[src/rtl/ttt_game_ctrl.sv]
// Tic-tac-toe turn controller: validates move requests, strobes the addressed
// board cell, then evaluates the readback for a win or a draw.
module ttt_game_ctrl (
    input  logic        clk,
    input  logic        reset,
    input  logic        move_valid,
    input  logic [3:0]  move_cell,
    input  logic [17:0] cell_state,
    output logic        select,
    output logic        currentPlayer,
    output logic [3:0]  currentCell,
    output logic        move_ack,
    output logic        move_err,
    output logic [1:0]  winner,
    output logic        draw,
    output logic        game_over,
    output logic [3:0]  turn_count,
    output logic [1:0]  dbg_state
);

    typedef enum logic [1:0] {
        IDLE  = 2'd0,
        ISSUE = 2'd1,
        CHECK = 2'd2,
        DONE  = 2'd3
    } state_t;

    localparam logic [1:0] MARK_X = 2'b01;
    localparam logic [1:0] MARK_O = 2'b10;

    state_t      state_q, state_d;
    logic        select_q, select_d;
    logic        player_q, player_d;
    logic [3:0]  cell_q, cell_d;
    logic        ack_q, ack_d;
    logic        err_q, err_d;
    logic [1:0]  winner_q, winner_d;
    logic        draw_q, draw_d;
    logic        over_q, over_d;
    logic [3:0]  count_q, count_d;

    logic [1:0]  target_field;
    logic        cell_legal;
    logic        x_line;
    logic        o_line;

    // True when any row, column or diagonal holds three copies of mark m.
    function automatic logic has_line(input logic [17:0] b, input logic [1:0] m);
        logic [8:0] hit;
        for (int i = 0; i < 9; i++) begin
            hit[i] = (b[2*i +: 2] == m);
        end
        return (hit[0] & hit[1] & hit[2]) | (hit[3] & hit[4] & hit[5]) |
               (hit[6] & hit[7] & hit[8]) | (hit[0] & hit[3] & hit[6]) |
               (hit[1] & hit[4] & hit[7]) | (hit[2] & hit[5] & hit[8]) |
               (hit[0] & hit[4] & hit[8]) | (hit[2] & hit[4] & hit[6]);
    endfunction

    // Out-of-range indices read as 11 so they are rejected like an occupied cell.
    always_comb begin
        target_field = 2'b11;
        for (int i = 0; i < 9; i++) begin
            if (move_cell == 4'(i)) begin
                target_field = cell_state[2*i +: 2];
            end
        end
    end

    assign cell_legal = (move_cell <= 4'd8) && (target_field == 2'b00);
    assign x_line     = has_line(cell_state, MARK_X);
    assign o_line     = has_line(cell_state, MARK_O);

    // Handshake: move_valid/move_cell are sampled only in IDLE; a legal request
    // is answered by move_ack two cycles later, an illegal one by move_err on the
    // next cycle; requests seen in ISSUE, CHECK or DONE are dropped silently.
    always_comb begin
        state_d  = state_q;
        select_d = 1'b0;
        ack_d    = 1'b0;
        err_d    = 1'b0;
        player_d = player_q;
        cell_d   = cell_q;
        winner_d = winner_q;
        draw_d   = draw_q;
        over_d   = over_q;
        count_d  = count_q;
        unique case (state_q)
            IDLE: begin
                if (move_valid) begin
                    if (cell_legal) begin
                        cell_d   = move_cell;
                        select_d = 1'b1;
                        state_d  = ISSUE;
                    end else begin
                        err_d = 1'b1;
                    end
                end
            end
            ISSUE: begin
                count_d = count_q + 4'd1;
                ack_d   = 1'b1;
                state_d = CHECK;
            end
            CHECK: begin
                if (x_line) begin
                    winner_d = MARK_X;
                    over_d   = 1'b1;
                    state_d  = DONE;
                end else if (o_line) begin
                    winner_d = MARK_O;
                    over_d   = 1'b1;
                    state_d  = DONE;
                end else if (count_q == 4'd9) begin
                    draw_d  = 1'b1;
                    over_d  = 1'b1;
                    state_d = DONE;
                end else begin
                    player_d = ~player_q;
                    state_d  = IDLE;
                end
            end
            DONE: begin
                state_d = DONE;
            end
            default: begin
                state_d = IDLE;
            end
        endcase
    end

    always_ff @(posedge clk or negedge reset) begin
        if (!reset) begin
            state_q  <= IDLE;
            select_q <= 1'b0;
            player_q <= 1'b0;
            cell_q   <= 4'd0;
            ack_q    <= 1'b0;
            err_q    <= 1'b0;
            winner_q <= 2'b00;
            draw_q   <= 1'b0;
            over_q   <= 1'b0;
            count_q  <= 4'd0;
        end else begin
            state_q  <= state_d;
            select_q <= select_d;
            player_q <= player_d;
            cell_q   <= cell_d;
            ack_q    <= ack_d;
            err_q    <= err_d;
            winner_q <= winner_d;
            draw_q   <= draw_d;
            over_q   <= over_d;
            count_q  <= count_d;
        end
    end

    assign select        = select_q;
    assign currentPlayer = player_q;
    assign currentCell   = cell_q;
    assign move_ack      = ack_q;
    assign move_err      = err_q;
    assign winner        = winner_q;
    assign draw          = draw_q;
    assign game_over     = over_q;
    assign turn_count    = count_q;
    assign dbg_state     = state_q;

endmodule
[config.mk]
export PLATFORM = sky130hd
export DESIGN_NAME = ttt_game_ctrl
export DESIGN_NICKNAME = d
export VERILOG_FILES = /design/src/rtl/ttt_game_ctrl.sv
export SDC_FILE = /design/constraint.sdc
export NUM_CORES = 1
export LEC_CHECK = 0
export ABC_AREA = 1
export CORE_ASPECT_RATIO = 0.5
export CORE_MARGIN = 8
export CORE_UTILIZATION = 25
export DETAILED_ROUTE_END_ITERATION = 10
export GPL_ROUTABILITY_DRIVEN = 0
export PLACE_DENSITY = 0.59
export SKIP_LAST_GASP = 1
export SYNTH_ARGS = -nofsm -noshare
export SYNTH_HDL_FRONTEND = slang
export SYNTH_SLANG_ARGS = --single-unit
[constraint.sdc]
create_clock -name clk -period 1.4 [get_ports clk]
set_clock_uncertainty 0.05 [all_clocks]
set_input_delay 0.28 -clock clk [delete_from_list [all_inputs] [get_ports clk]]
set_output_delay 0.28 -clock clk [all_outputs]
set_load 0.02 [all_outputs]
# Word level (Yosys, flattened, before mapping)

Cells that the tools add are included.

Register bits: 18
Logic and storage cells: 133
Output and inout bits: 18
Input port bits: 25

Eq/ne operators: 32
Bitwise gates (word level): 50
Magnitude comparators: 1
Muxes and demuxes: 27
Add/sub/neg operators: 1
Reductions and logical operators: 12

Operators by type and width:

| operator            | number |
|---|---|
| $and 1x1->1         | 32 |
| $mux 2              | 16 |
| $eq 2x2->1 const B  | 11 |
| $eq 2x1->1 const B  | 10 |
| $eq 4x3->1 const B  | 4 |
| $or 1x1->1          | 14 |
| $mux 1              | 10 |
| $eq 4x2->1 const B  | 2 |
| $eq 4x4->1 const B  | 2 |
| $pmux 2 s4          | 1 |
| $reduce_and 4->1    | 2 |
| $reduce_and 2->1    | 3 |
| $add 4x1->4 const B | 1 |
| $eq 4x1->1 const B  | 1 |
| $le 4x4->1 const B  | 1 |
| $logic_not 2->1     | 2 |
| $logic_not 4->1     | 1 |
| $ne 2x2->1 const B  | 2 |
| $not 1->1           | 4 |
| $reduce_and 3->1    | 1 |
| $reduce_bool 3->1   | 1 |
| $reduce_bool 2->1   | 1 |
| $logic_and 1x1->1   | 1 |

# Longest topological paths before layout

Gate-level depths: netlist (run 1).

Depth after elaboration: 15
Mapped depth: 12

# Worst setup path before layout (run 1)

Ideal clock, no wire load.

Path type: register to register
Start point: register count_q[1] (netlist: turn_count[1])
End point: register player_q (netlist: currentPlayer)
Library setup time: 128 ps
Cell stages (with the launch flop): 8
Data arrival time: 1158 ps
Slack: 64 ps
Path buffers: 0
Path through: dfrtp_1 inv_1 ha_1 nand3_1 inv_1 nor2_1 nand3_1 xnor2_1

Longest elaborated chain between the ends: 3

RTL lines:

| what                              | RTL line | text |
|---|---|---|
| start: declaration                | 40       | `logic [3:0] count_q, count_d;` |
| start signal: assignment          | 153      | `count_q <= count_d;` |
| $eq 4x4->1                        | 113      | `end else if (count_q == 4'd9) begin` |
| $not 1->1 (no source line)        | n/a      |  |
| $reduce_and 4->1 (no source line) | n/a      |  |
| end signal: assignment            | 146      | `player_q <= player_d;` |
| end: declaration                  | 33       | `logic player_q, player_d;` |

No other way between the ends.
A chain may end at the register's enable or synchronous reset.

# Worst setup path after layout (run 1)

Start point: input port cell_state[16]
End point: register cell_q[2] (netlist: currentCell[2])

Longest elaborated chain between the ends: 4

RTL lines:

| what                              | RTL line | text |
|---|---|---|
| start: declaration                | 8        | `input logic [17:0] cell_state,` |
| $mux 2                            | 63       | `if (move_cell == 4'(i)) begin` |
| $logic_not 2->1                   | 69       | `assign cell_legal = (move_cell <= 4'd8) && (target_field == 2'b00);` |
| $logic_and 1x1->1                 | 69       |  |
| $reduce_and 3->1 (no source line) | n/a      |  |
| end signal: assignment            | 147      | `cell_q <= cell_d;` |
| end: declaration                  | 34       | `logic [3:0] cell_q, cell_d;` |

No other way between the ends.

==> qor.csv, run 1 <==
metric;value;unit
status;completed;
cts-root-buf;clkbuf_8;
maxCapViolations;0;
cts_made_buffers;3;
post-place-cells;317;
ioPinCount;43;
vias_per_cell;4.23;
yosys_warnings;0;
relSlewSlack;84.5;%
syn-cell-area;0.00121;sq mm
p_seq_share;42.7;%
rrSetupSlack;0.09;ns
final_cell_mix;nand2_1 (37), buf_4 (32), dlygate4sd2_1 (25);
place_hpwl;3.02;mm
grt_overflow;0;
cts_buffer_depth;2;
slew_viol_final;0;
core-area;0.00480;sq mm
setup.worst_path.end_class;flip-flop;
finalWirelength;3.75;mm
htreeDepth;1;
finalNetCount;281;
worst_pin_slew;0.233;ns
min_path_type;in2reg;
vias;1365;
ys_seq_area_share;37.2;%
n_antenna_cell;0;
insertion_delay;0.25;ns
fin_cells;323;
finalSetupTns;0;ns
cp.required;1.49;ns
max_freq;0.745;GHz
path_clk_slew;0.07;ns
hold_violations;0;
critPathLaunchType;primary input;
antenna_found_initial;0;
drive_above_1_share;36.0;%
fin_crit_sh;95.8;%
post_dp_cell_area;0.00197;sq mm
grt_usage;9.55;%
dieHeight;65.2;microns
synth-seq-cells;18;
grt_max_degree;19;
crit_chain;dlygate4sd2_1, buf_4, o41ai_4, buf_4, nand3_4, nand2_1, nand2_1;
p_switching;0.325;mW
synthesis.nets;199;
cts.sinks;18;
ant_nets;0;
wire_per_inst;11.6;microns
syn_avg_cell_area;7.05;sq um
grt_pass1_wl;6.04;mm
finalSetupViolCount;0;
power.internal;0.914;mW
io_buffer_count;42;
synth_cell_type_count;23;
final_cell_area;0.00204;sq mm
cp_num_buf_inv;3;
final.min_clock_period;1.34;ns
critPathKind;in2reg;
syn_inst;172;
layout_commonest_cell;nand2_1;
dieArea;0.00747;sq mm
start_util;25.3;%
ir_worst_vdd;0.310;mV
drcViolationCount;0;
first_pass_iters;4;
rows;18;
crit_family;buffers and inverters;
power_density;609;mW/mm^2
p_leak;1.12;nW
cp.arrival;1.43;ns
swShare;26.2;%
first_iter_violations;62;
utilization;42.4;%
die_x;114;microns
area.growth.synth_to_final;67.9;%
pwr-share-comb;23.9;%
pwr-share-clk;33.4;%
slowest_delay;0.30;ns
power;1.24;mW
cts_tree;built;
critical_path.max_fanout;6;
crit_slowest_cell;o41ai_4;
grt_pass1_vias;1410;
==> tightest hold or removal path, cell delays in order <==
cell and delay [ns]:
buf_6 0.11, nand4_1 0.09, nand2_1 0.06
==> repair_timing <==
item | in CTS | in global routing
cloned | 0 | 0
gates resized for setup | 70 | 46
buffers inserted | 1 | 2
hold buffers | 0 | 0
endpoints found under the setup margin | 31 | 12
pin swaps | 17 | 18
==> metal layers <==
layer,global-route usage [%],vias to the layer above,share of wire [%]
li1,-,707,-
met1,10.8,641,44
met2,19.3,15,54
met3,0.183,2,1.3
met4,2.96,0,0.64
met5,0,-,0
==> power by group through the flow <==
stage	clock [mW]	combinational (mW)	sequential [mW]
6_report	0.414	0.296	0.529
3_5_place_dp	0	0.296	0.539
3_3_place_gp	0	0.293	0.539
2_1_floorplan	0	0.0928	0.546
4_1_cts	0.435	0.286	0.529
5_1_grt	0.452	0.324	0.530
==> synthesized netlist by cell type (all sizes together) <==
master / n / area share (%)
a21oi: 2 / 0.83
o21bai: 1 / 0.62
nand2: 45 / 15
o41ai: 1 / 2.3
xnor2: 2 / 1.4
xor2: 2 / 1.4
nor3: 4 / 1.7
nand4: 9 / 4.6
o22ai: 1 / 0.52
dfrtp: 18 / 37
nor2: 22 / 7.4
inv: 35 / 11
a21boi: 1 / 0.62
o31ai: 2 / 1.2
ha: 2 / 2.1
o21ai: 10 / 4.4
nand3: 15 / 8.3
==> flip-flops by register name (all words and copies together) (netlist names) <==
name and count:
currentCell 4, currentPlayer 1, game_over 1, turn_count 4, draw 1, dbg_state 2, winner 2, select 1
move_ack 1, move_err 1
==> logic make-up after synthesis <==
kind of cell    Yosys count  synth area share [%]
simple gates             95                  36.5
buf+inv                  35                  10.8
compound gates           18                  10.5
flops                    18                  37.2
xor+xnor                  4                  2.89
fa+ha+maj                 2                  2.06
==> stage by stage <==
| step | setup WS [ns] | hold slack, ns |
|---|---|---|
| 2_1_floorplan | 0.0640 | -0.0656 |
| 3_3_place_gp | -0.649 | 0.410 |
| 3_5_place_dp | -0.642 | 0.416 |
| 4_1_cts | -0.0368 | 0.307 |
| 5_1_grt | -0.0138 | 0.283 |
| 6_report | 0.0581 | 0.277 |
==> cell type report <==
| cell class | instances | area [sq um] |
|---|---|---|
| fillers | 509 | 2760 |
| repair buffers | 77 | 607 |
| flip-flops and latches | 18 | 450 |
| inverters | 35 | 131 |
| multi-input cells | 119 | 704 |
| well taps | 70 | 87.6 |
| clock buffers | 4 | 55.1 |
==> final timing paths <==
check | start | end | depth (start not counted)
worst max-delay path | cell_state[16] | currentCell[2] | 7
worst min-delay path | move_cell[1] | currentCell[1] | 3
worst max register to register | dbg_state[0] | currentCell[2] | 8
worst min register to register | currentCell[3] | currentCell[3] | 2
max in group asynchronous | reset | turn_count[3] | 2
min in group asynchronous | reset | select | 2
(Power assumes the default switching activity.)
==> run 2: changes to the inputs <==
==> constraint.sdc (replaced) <==
create_clock -name clk -period 1.4 [get_ports clk]
set_clock_uncertainty 0.05 [all_clocks]
set_input_delay 0.21 -clock clk [delete_from_list [all_inputs] [get_ports clk]]
set_output_delay 0.21 -clock clk [all_outputs]
set_load 0.02 [all_outputs]
==> run 2 against run 1 <==
Power down 0.84%. Sequential share of layout area up 0.32 points. Clock power up 1%. Cell count down 0.62%. Routed wire length down 4.8%. Critical path depth down 5. Utilization down 0.60 points. Sequential power about the same. Global-route usage about the same. Combinational power down 5%. Critical path type is now reg2out. Largest cell class unchanged. Highest routed layer unchanged.
==> qor.csv, run 2 (synthesis results as in run 1) <==
metric;value;unit;change
min_path_type;in2async;;was in2reg
place_hpwl;2.99;mm;was 3.02 mm
path_clk_slew;0.07;ns;about the same
crit_family;buffers and inverters;;unchanged
vias_per_cell;4.21;;was 4.23
post-place-cells;313;;was 317
ant_nets;0;;unchanged
fin_crit_sh;97.7;%;was 95.8%
ioPinCount;43;;unchanged
core-area;0.00480;sq mm;unchanged
worst_pin_slew;0.237;ns;was 0.233 ns
r2r_cells;6;;was 8
vias;1353;;was 1,365
maxCapViolations;0;;unchanged
critical_path.max_fanout;3;;was 6
crit_cells;2;;was 7
cp.arrival;1.11;ns;was 1.43 ns
grt_usage;9.55;%;about the same
first_iter_violations;53;;was 62
critPathKind;reg2out;;was in2reg
slew_viol_final;0;;unchanged
rows;18;;unchanged
status;completed;;unchanged
power_density;612;mW/mm^2;was 609 mW/mm^2
cts.sinks;18;;unchanged
finalWorstSetupSlack;0.0327;ns;was 0.0581 ns
rsz0062_at_grt;yes;;
cts_made_buffers;3;;unchanged
dieHeight;65.2;microns;unchanged
n_antenna_cell;0;;unchanged
io_buffer_count;42;;unchanged
met1_length;1.54;mm;was 1.66 mm
area.growth.synth_to_final;65.5;%;was 67.9%
route.met3.wl;127;microns;was 48 microns
crit_slowest_cell;dfrtp_1;;was o41ai_4
dpl_worst_slack;-0.577;ns;was -0.642 ns
dr.max_layer_used;met4;;unchanged
finalSetupViolCount;0;;unchanged
wire_per_inst;11.1;microns;was 11.6 microns
cts_buffer_depth;2;;unchanged
htreeDepth;1;;unchanged
first_pass_iters;4;;unchanged
antenna_found_initial;0;;unchanged
setup.worst_path.end_class;output port;;was flip-flop
cp_num_buf_inv;2;;was 3
final_cell_mix;nand2_1 (38), dlygate4sd2_1 (37), buf_4 (33);;was nand2_1 (37), buf_4 (32), dlygate4sd2_1 (25)
start_util;25.3;%;unchanged
cp.required;1.14;ns;was 1.49 ns
die_x;114;microns;unchanged
dieArea;0.00747;sq mm;unchanged
grt_pass1_vias;1356;;was 1,410
power;1.23;mW;was 1.24 mW
slowest_delay;0.40;ns;was 0.30 ns
drcViolationCount;0;;unchanged
cts_tree;built;;unchanged
final.min_clock_period;1.37;ns;was 1.34 ns
grt_max_degree;19;;unchanged
relSlewSlack;84.2;%;was 84.5%
cts-root-buf;clkbuf_8;;unchanged
crit_chain;buf_4, dlygate4sd2_1;;was dlygate4sd2_1, buf_4, o41ai_4, buf_4, nand3_4, nand2_1, nand2_1
max_freq;0.731;GHz;was 0.745 GHz
critPathLaunchType;flip-flop;;was primary input
fin_cells;321;;was 323
wl_met2;1.86;mm;was 2.01 mm
grt_pass1_wl;6.03;mm;was 6.04 mm
grt_overflow;0;;unchanged
insertion_delay;0.25;ns;about the same
hold_violations;0;;unchanged
drive_above_1_share;26.7;%;was 36.0%
ir_worst_vdd;0.343;mV;was 0.310 mV
p_leak;1.12;nW;about the same
finalWirelength;3.57;mm;was 3.75 mm
layout_commonest_cell;nand2_1;;unchanged
finalNetCount;279;;was 281
==> run 2: cell types whose count changed in the layout (fill, tap and decap cells not counted), moves of 2 or more <==
cell | before | now
dlygate4sd2_1 | 25 | 37
clkbuf_2 | 10 | 1
inv_1 | 22 | 27
inv_2 | 13 | 8
buf_6 | 4 | 0
o21ai_0 | 0 | 4
clkdlybuf4s15_1 | 2 | 0
nor2_1 | 15 | 17
nor2_4 | 3 | 1
o21ai_1 | 6 | 4
o21ai_2 | 4 | 2
==> run 2: repair_timing <==
| item | in CTS | in global routing |
|---|---|---|
| endpoints found under the setup margin | 31 | 10 |
| pin swaps | 8 | 6 |
| hold buffers | 0 | 0 |
| setup buffers | 0 | 4 |
| resized for setup | 57 | 9 |
==> run 2: area by class of cell <==
type | instances | area (sq um)
clock buffers | 4 | 55.1
fillers | 490 | 2790
inverters | 35 | 131
multi-input cells | 119 | 668
flip-flops and latches | 18 | 450
well taps | 70 | 87.6
repair buffers | 75 | 614
==> run 2: stage by stage <==
step	hold slack [ns]	util, %	setup TNS, ns	area, sq um
global route	0.253	41.8	-0.0367	2010
CTS	0.240	41.2	0	1980
floorplan	-0.136	-	0	1210
finish	0.234	41.8	0	2010
detailed placement	0.412	40.4	-6.15	1940
global placement	0.411	40.4	-5.88	1940
==> run 2: worst paths after layout <==
| check | slack [ns] | from | to |
|---|---|---|---|
| worst max-delay path | 0.03 | turn_count[1] | turn_count[1] |
| worst min-delay path | 0.23 | reset | select |
| worst max register to register | 0.12 | turn_count[0] | currentPlayer |
| worst min register to register | 0.43 | currentCell[3] | currentCell[3] |
| max in group asynchronous | 0.87 | reset | draw |
| min in group clk | 0.25 | move_cell[1] | currentCell[1] |
==> run 2: per-layer routing <==
layer,track usage (%),vias to the layer above
met2,18.1,24
li1,-,707
met5,0,-
met3,1.10,6
met4,3.12,0
met1,11.1,616
==> run 2: worst reg2reg max path: cells and delay by family, from the launching register on <==
kind / cells / cell delay [ns]
and+or+nand+nor: 3 / 0.31
xor gates and xnor gates: 1 / 0.13
DFF: 1 / 0.40
buffers and inverters: 1 / 0.08
adders and majority gates: 1 / 0.21
==> run 2: where the power goes <==
group	internal (mW)	leakage [nW]	total, mW	switching [mW]
Combinational	0.134	0.861	0.282	0.148
Sequential	0.526	0.232	0.529	0.00329
Clock	0.249	0.0288	0.418	0.168
Total	0.909	1.12	1.23	0.319
==> run 3: changes to the inputs <==
--- a/config.mk
+++ b/config.mk
@@ -8,10 +8,11 @@
 export ABC_AREA = 1
 export CORE_ASPECT_RATIO = 0.5
 export CORE_MARGIN = 8
-export CORE_UTILIZATION = 25
+export CORE_UTILIZATION = 40
 export DETAILED_ROUTE_END_ITERATION = 10
 export GPL_ROUTABILITY_DRIVEN = 0
-export PLACE_DENSITY = 0.59
+export HOLD_SLACK_MARGIN = 0.12
+export PLACE_DENSITY = 0.82
 export SKIP_LAST_GASP = 1
 export SYNTH_ARGS = -nofsm -noshare
 export SYNTH_HDL_FRONTEND = slang
==> run 3 against run 2 <==
Count of clock-buffer cells in the layout shrank 1. Cell count fell by 12%. Final area decreased by 5.0%. Die area shrank 31%. Utilization increased by 23 points. Worst hold slack got worse by 0.0016 ns. Critical path depth increased by 8. Via count increased by 3.8%. Global-route usage up 5.0 points. Register-to-register slack is essentially flat. Critical endpoint is now currentCell[3]. Largest power group unchanged.
==> qor.csv, run 3 (synthesis results as in run 1) <==
metric;value;unit;change
cp_num_buf_inv;4;;was 2
antenna_found_initial;0;;unchanged
first_iter_violations;55;;was 53
min_path_type;in2async;;unchanged
critPathKind;in2reg;;was reg2out
die_x;93.9;microns;was 114 microns
cts_made_buffers;3;;unchanged
grt_pass1_wl;6.08;mm;was 6.03 mm
hold_violations;0;;unchanged
n_antenna_cell;0;;unchanged
finalNetCount;273;;was 279
max_freq;0.743;GHz;was 0.731 GHz
insertion_delay;0.25;ns;about the same
critPathLaunchType;primary input;;was flip-flop
finalSetupTns;0;ns;unchanged
cts_tree;built;;unchanged
core-area;0.00294;sq mm;was 0.00480 sq mm
finalSetupViolCount;0;;unchanged
path_clk_slew;0.06;ns;was 0.07 ns
dpl_worst_slack;-0.529;ns;was -0.577 ns
crit_family;buffers and inverters;;unchanged
status;completed;;unchanged
rows;14;;was 18
critical_path.max_fanout;6;;was 3
drive_above_1_share;28.7;%;was 26.7%
crit_chain;dlygate4sd2_1, buf_4, nor2_1, o31ai_1, inv_1, nand2_2, nand3_4, buf_4, nand4_1, nand2_1;;was buf_4, dlygate4sd2_1
final_cell_mix;nand2_1 (36), dlygate4sd2_1 (31), buf_4 (27);;was nand2_1 (38), dlygate4sd2_1 (37), buf_4 (33)
cp_common_cell;buf_4;;
post-place-cells;275;;was 313
cp.arrival;1.44;ns;was 1.11 ns
reg2reg_to;currentPlayer;;unchanged
p_leak;1.08;nW;was 1.12 nW
relSlewSlack;84.8;%;was 84.2%
drcViolationCount;0;;unchanged
cts_buffer_depth;2;;unchanged
wire_per_inst;13.0;microns;was 11.1 microns
fillCellCount;254;;was 490
fin_crit_sh;96.1;%;was 97.7%
grt_max_degree;19;;unchanged
cp.required;1.50;ns;was 1.14 ns
rrSetupSlack;0.12;ns;about the same
r2r_start;turn_count[0];;unchanged
power_density;607;mW/mm^2;was 612 mW/mm^2
grt_pass1_vias;1392;;was 1,356
worst_pin_slew;0.227;ns;was 0.237 ns
vias;1405;;was 1,353
grt_usage;14.6;%;was 9.55%
finalWirelength;3.69;mm;was 3.57 mm
cts.sinks;18;;unchanged
r2r_cells;6;;unchanged
power;1.16;mW;was 1.23 mW
dieHeight;54.9;microns;was 65.2 microns
maxCapViolations;0;;unchanged
crit_slowest_cell;dlygate4sd2_1;;was dfrtp_1
dieArea;0.00516;sq mm;was 0.00747 sq mm
hold_buffers;0;;unchanged
rsz0062_at_grt;yes;;unchanged
ir_worst_vdd;0.441;mV;was 0.343 mV
grt_overflow;0;;unchanged
place_hpwl;2.90;mm;was 2.99 mm
setup.worst_path.end_class;flip-flop;;was output port
slowest_delay;0.28;ns;was 0.40 ns
utilization;64.8;%;was 41.8%
htreeDepth;1;;unchanged
final.min_clock_period;1.35;ns;was 1.37 ns
vias_per_cell;4.95;;was 4.21
slew_viol_final;0;;unchanged
ant_nets;0;;unchanged
layout_commonest_cell;nand2_1;;unchanged
first_pass_iters;4;;unchanged
fin_cells;284;;was 321
finalWorstSetupSlack;0.0550;ns;was 0.0327 ns
io_buffer_count;42;;unchanged
area.growth.synth_to_final;57.2;%;was 65.5%
start_util;41.2;%;was 25.3%
ioPinCount;43;;unchanged
cts-root-buf;clkbuf_8;;unchanged
[run 3: cell type report]
cell class / count / area (sq um) / area share (%)
clock buffer: 3 / 41.3 / 2.17
inverter: 35 / 131 / 6.89
multi-input combinational: 119 / 667 / 35.0
sequential: 18 / 452 / 23.7
tap: 40 / 50.0 / 2.63
timing repair buffer: 69 / 564 / 29.6
[run 3: report_power, final]
group / switching, mW / internal (mW) / total, mW / leakage, nW
logic: 0.154 / 0.126 / 0.280 / 0.831
registers: 0.00322 / 0.526 / 0.529 / 0.230
clock network: 0.156 / 0.191 / 0.347 / 0.0216
total: 0.313 / 0.843 / 1.16 / 1.08
[run 3: repair_timing]
| action | in CTS | in global routing |
|---|---|---|
| pin swaps | 8 | 12 |
| resized for setup | 55 | 24 |
| buffers inserted | 2 | 4 |
| endpoints found under the setup margin | 31 | 11 |
[run 3: worst max path at each step]
stage / startpoint / endpoint / cells after the start
6_report: cell_state[10] / currentCell[3] / 10
5_1_grt: move_cell[3] / currentCell[1] / 13
4_1_cts: cell_state[6] / dbg_state[0] / 10
3_5_place_dp: move_cell[1] / currentCell[2] / 13
3_3_place_gp: move_cell[1] / currentCell[2] / 13
2_1_floorplan: turn_count[1] / currentPlayer / 7
[run 3: stage by stage]
stage | hold WS, ns | instance area [sq um]
3_5_place_dp | 0.416 | 1840
3_3_place_gp | 0.411 | 1840
4_1_cts | 0.238 | 1870
6_report | 0.233 | 1910
5_1_grt | 0.245 | 1910
2_1_floorplan | -0.136 | 1210
[run 3: per-layer routing]
layer  share of wire [%]  global-route usage [%]  vias up
li1                    -                       -      693
met5                   0                       0        -
met2                  52                    27.8       48
met3                 6.4                    1.48        6
met4                0.95                    5.97        0
met1                  41                    17.1      658
